## src/rtl/lmsm_sequencer.sv

```systemverilog
// rtl/lmsm_sequencer.sv - LM/SM register-list sequencer; optional base writeback under LMSM_WRITEBACK_EN
module lmsm_sequencer #(
  parameter int AW = 16
) (
  input  logic          clk_i,
  input  logic          reset_ni,
  input  logic          start_i,
  input  logic          is_load_i,
  input  logic [7:0]    imm8_i,
  input  logic [AW-1:0] base_addr_i,
  input  logic          mem_ack_i,
  output logic          mem_req_o,
  output logic          mem_we_o,
  output logic [AW-1:0] mem_addr_o,
  output logic [2:0]    reg_idx_o,
  output logic          rf_we_o,
  output logic          busy_o,
`ifdef LMSM_WRITEBACK_EN
  output logic [AW-1:0] wb_addr_o,
  output logic          wb_we_o,
`endif
  output logic          done_o
);

  typedef enum logic [1:0] {
    IDLE = 2'd0,
    XFER = 2'd1,
    DONE = 2'd2
  } state_e;

  state_e        state_q, state_d;
  logic [7:0]    mask_q, mask_d;
  logic [AW-1:0] addr_q, addr_d;
  logic          is_load_q, is_load_d;
  logic [2:0]    idx;

  // Lowest set bit of the remaining list selects the register being served.
  always_comb begin
    idx = 3'd0;
    for (int i = 7; i >= 0; i--) begin
      if (mask_q[i]) idx = i[2:0];
    end
  end

  // Next-state logic: latch the request in IDLE, retire one list bit per ack in XFER.
  always_comb begin
    state_d   = state_q;
    mask_d    = mask_q;
    addr_d    = addr_q;
    is_load_d = is_load_q;
    unique case (state_q)
      IDLE: begin
        if (start_i) begin
          // Address is latched even for an empty list so writeback returns the base.
          mask_d    = imm8_i;
          addr_d    = base_addr_i;
          is_load_d = is_load_i;
          state_d   = (imm8_i != 8'd0) ? XFER : DONE;
        end
      end
      XFER: begin
        if (mem_ack_i) begin
          // Bits below idx are already zero, so clearing the lowest set bit
          // clears bits 0..idx inclusive.
          mask_d = mask_q & (mask_q - 8'd1);
          addr_d = addr_q + AW'(1);
          if (mask_d == 8'd0) state_d = DONE;
        end
      end
      DONE:    state_d = IDLE;
      default: state_d = IDLE;
    endcase
  end

  // State and datapath registers; reset abandons any sequence in flight.
  always_ff @(posedge clk_i or negedge reset_ni) begin
    if (!reset_ni) begin
      state_q   <= IDLE;
      mask_q    <= 8'd0;
      addr_q    <= '0;
      is_load_q <= 1'b0;
    end else begin
      state_q   <= state_d;
      mask_q    <= mask_d;
      addr_q    <= addr_d;
      is_load_q <= is_load_d;
    end
  end

  // Outputs decoded from state; address and index are only driven during a transfer.
  always_comb begin
    mem_req_o  = (state_q == XFER);
    mem_we_o   = mem_req_o & ~is_load_q;
    mem_addr_o = mem_req_o ? addr_q : '0;
    reg_idx_o  = mem_req_o ? idx : 3'd0;
    rf_we_o    = mem_ack_i & mem_req_o & is_load_q;
    busy_o     = (state_q == XFER) || (state_q == DONE);
    done_o     = (state_q == DONE);
`ifdef LMSM_WRITEBACK_EN
    wb_we_o    = done_o;
    wb_addr_o  = done_o ? addr_q : '0;
`endif
  end

endmodule

```

## config.mk

```make
export PLATFORM = sky130hd
export DESIGN_NAME = lmsm_sequencer
export DESIGN_NICKNAME = d
export VERILOG_FILES = /design/src/rtl/lmsm_sequencer.sv
export SDC_FILE = /design/constraint.sdc
export NUM_CORES = 1
export LEC_CHECK = 0
export BUFFER_PORTS_ARGS = -buffer_cell sky130_fd_sc_hd__buf_2
export CORE_UTILIZATION = 40
export DETAILED_ROUTE_END_ITERATION = 12
export GPL_ROUTABILITY_DRIVEN = 0
export GPL_TIMING_DRIVEN = 0
export SYNTH_ARGS = -nofsm -noshare
export SYNTH_HDL_FRONTEND = slang
export SYNTH_SLANG_ARGS = --single-unit
```

## constraint.sdc

```tcl
create_clock -name clk_i -period 3.5 [get_ports clk_i]
set_clock_uncertainty 0.2 [all_clocks]
set_input_delay 0 -clock clk_i [delete_from_list [all_inputs] [get_ports clk_i]]
set_output_delay 0 -clock clk_i [all_outputs]
set_load 0.01 [all_outputs]
```

==> run summary <==
Die Y: 69.19 um
Avg Synthesized Cell Area: 8.282 sq um
Switching share of total power: 49.25%
Crit path time final: 2375 ps
Setup crit end kind: output pin
Global route overflow: 0
Synth Cell Area: 0.001805 sq mm
Leakage: 0.001133 uW
Max-slew violation count: 0
Status: completed
Layout cells sized above 1: 20.86%
Clock Tree Buf Depth: 2
Final HPWL DP: 3574 um
Initial Utilization: 41.47%
Layout Area Growth over Synthesis: 36.04%
Largest net degree at the start of global routing: 28
RSZ-0062 raised after global routing: false
Syn nets: 251
IO Pins: 53
Worst-Skew Late Latency: 280 ps
Total Neg Setup Slack: 0 ps
Crit path largest cell delay: 500 ps
Slew margin rel.: 57.94%
Worst path slowest cell: clkbuf_1
Worst Tran Pin Value: 630.9 ps
First-pass GRT wire length: 8314 um
Drt first pass iters: 4
ANT nets after route: 0
Setup CP Type: flop to output pin
Fin nets: 336
DRT iter0 DRCs: 106
Worst Path Required: 3300 ps
Cell Pwr Density: 873.0 mW/mm^2
Worst endpoint data arrival time: 2180 ps
Core ar.: 0.004354 sq mm
Total track usage: 21.69%
Seq pwr share: 31.8%
Final cell count without fillers: 354
Row cnt: 24
Initial antenna violation count: 0
# Max-Cap Violations: 0
Inst Count DP: 322
Post-synth EDFFs: 0
WL final: 5132 um
CP Max Fanout: 10
TritonCTS clock tree: done
Final hold vios: 0
Ys async rst share: 100.0%
Vias per std cell: 5.489
Net Sw Power: 1056 uW
WL per Instance: 14.50 um
Die Span X: 69.19 um
Clock Tree Root: clkbuf_8
H-tree levels: 1
DRC viols: 0
Hold WC Path Type: input pin to asynchronous set/reset pin
R2R depth: 7
Synth Instances: 218
CP Cell Sequence: inv_1 -> ha_1 -> clkbuf_8 -> inv_1 -> clkbuf_1 -> nor3_1 -> buf_2
Design internal power: 1088 uW
Ys Warns: 0
CP most frequent cell: inv_1
Vias in the first global route: 1673
Num CTS Buffers: 3
Final Setup Violations: 0
Combinational fraction of design power: 59.5%
Die ar.: 0.004787 sq mm
N_diodes: 0
Port Buffer Count: 52
Peak supply drop: 0.0004211 V
Startpoint types: flop
Clk slew on worst S/H paths: 100 ps
Post-synth top flop: dfrtp_1
Clk pwr share: 8.7%
FF+latch count, synth: 27
Vias post-DR: 1943
Period Utilization, post-route: 67.86%
Max frequency: 0.4210 GHz
Sequential cell area fraction in the yosys report: 37.42%
CTS Sinks: 27
Netlist cell types: 38
[logic make-up (layout without fill, tap and decap cells)]
| logic type | Yosys count | in the layout | synth area share, % |
|---|---|---|---|
| muxes | 4 | 4 | 2.287 |
| adders and majority gates | 5 | 5 | 3.327 |
| buffers and inverters | 19 | 103 | 4.921 |
| and+or+nand+nor | 87 | 87 | 24.67 |
| DFF | 27 | 27 | 37.42 |
| AOI/OAI and AO/OA | 76 | 76 | 27.37 |
[final timing paths]
check	from	to	slack, ps
min in group clk_i	mem_ack_i	state_q[1]$_DFFE_PN0P_	50
min reg2reg	addr_q[15]$_DFFE_PN0P_	addr_q[15]$_DFFE_PN0P_	290
max reg2reg	state_q[1]$_DFFE_PN0P_	addr_q[5]$_DFFE_PN0P_	1260
max	state_q[1]$_DFFE_PN0P_	reg_idx_o[0]	1120
min	reset_ni	addr_q[10]$_DFFE_PN0P_	50
max in group asynchronous	reset_ni	mask_q[6]$_DFFE_PN0P_	2620
[metal layers]
layer  global-route usage, %  vias to the layer above  wire length, um
li1                        -                      985                -
met1                   32.53                      906             2531
met2                   32.90                       48             2357
met3                   3.634                        4              205
met4                   4.308                        0               37
met5                       0                        -                0
[area by class of cell]
class	instances	area (sq um)
Buffer	12	62.56
Fill cell	441	1898
Multi-Input combinational cell	172	1041
Sequential cell	27	675.6
Tap cell	52	65.06
Inverter	7	26.28
Timing Repair Buffer	80	540.5
Clock buffer	4	45.04
[cells in the final DEF (no fill, tap or decap), types with 2 or more instances in the layout]
| master | instances |
|---|---|
| ha_1 | 4 |
| nand3_1 | 3 |
| clkbuf_8 | 4 |
| dfrtp_1 | 27 |
| a32oi_1 | 5 |
| o21ai_1 | 2 |
| inv_1 | 7 |
| nand2_1 | 27 |
| o31ai_1 | 9 |
| o22ai_1 | 4 |
| nand2b_1 | 2 |
| buf_2 | 52 |
| dlygate4sd3_1 | 28 |
| and2_1 | 16 |
| o21ai_0 | 20 |
| clkbuf_1 | 11 |
| a22o_1 | 5 |
| nor2_1 | 18 |
| nand4_1 | 6 |
| or3_1 | 2 |
| a21oi_1 | 15 |
| a31oi_1 | 8 |
| and3_1 | 3 |
| mux2i_1 | 3 |
| nor4_1 | 3 |
| nor3_1 | 4 |
[critical path: cells and delay by family, from the launching register on]
family / cells / cell delay [ps]
buf+inv: 5 / 1160
flops: 1 / 360
fa+ha+maj: 1 / 240
simple gates: 1 / 120
[power groups by stage]
| stage | sequential (uW) | combinational, uW | clock [uW] |
|---|---|---|---|
| after floorplan | 623 | 909 | 0 |
| after global placement | 680 | 1230 | 0 |
| after detailed placement | 682 | 1240 | 0 |
| after CTS | 675 | 1280 | 194 |
| after global routing | 708 | 1420 | 204 |
| final | 681 | 1280 | 187 |
[cells in the mapped netlist, types with 4 or more instances]
cell type,n,area [sq um]
a21oi_1,15,75.07
a22o_1,5,43.79
a31oi_1,8,50.05
a32oi_1,5,43.79
and2_1,16,100.1
clkbuf_1,10,37.54
dfrtp_1,27,675.7
ha_1,4,50.05
inv_1,7,26.28
nand2_1,27,101.4
nand4_1,6,37.54
nor2_1,18,67.56
nor3_1,4,20.02
o21ai_0,20,100.1
o22ai_1,4,25.02
o31ai_1,9,67.56
[metrics by stage]
| step | power [uW] | util, % | worst slack [ps] | instance area, sq um | hold WS (ps) |
|---|---|---|---|---|---|
| after floorplan | 1533 | - | 1550 | 1805 | -495.6 |
| after global placement | 1915 | 48.94 | 1252 | 2131 | -128.7 |
| after detailed placement | 1921 | 48.94 | 1274 | 2131 | -136.4 |
| after CTS | 2147 | 56.41 | 1105 | 2456 | 43.56 |
| after global routing | 2333 | 56.41 | 1011 | 2456 | 71.42 |
| final | 2144 | 56.41 | 1125 | 2456 | 49.74 |
[flip-flops by register name, indices dropped and copies added (netlist names)]
| signal | flops |
|---|---|
| mask_q | 8 |
| state_q | 2 |
| is_load_q | 1 |
| addr_q | 16 |
[timing repair]
| item | 4_1_cts | 5_1_grt |
|---|---|---|
| resized for setup | 0 | 0 |
| hold buffers | 28 | 0 |
| endpoints found under the hold margin | 54 | 0 |
| setup buffers | 0 | 0 |
Note: power is estimated with default switching activity, not from simulation.
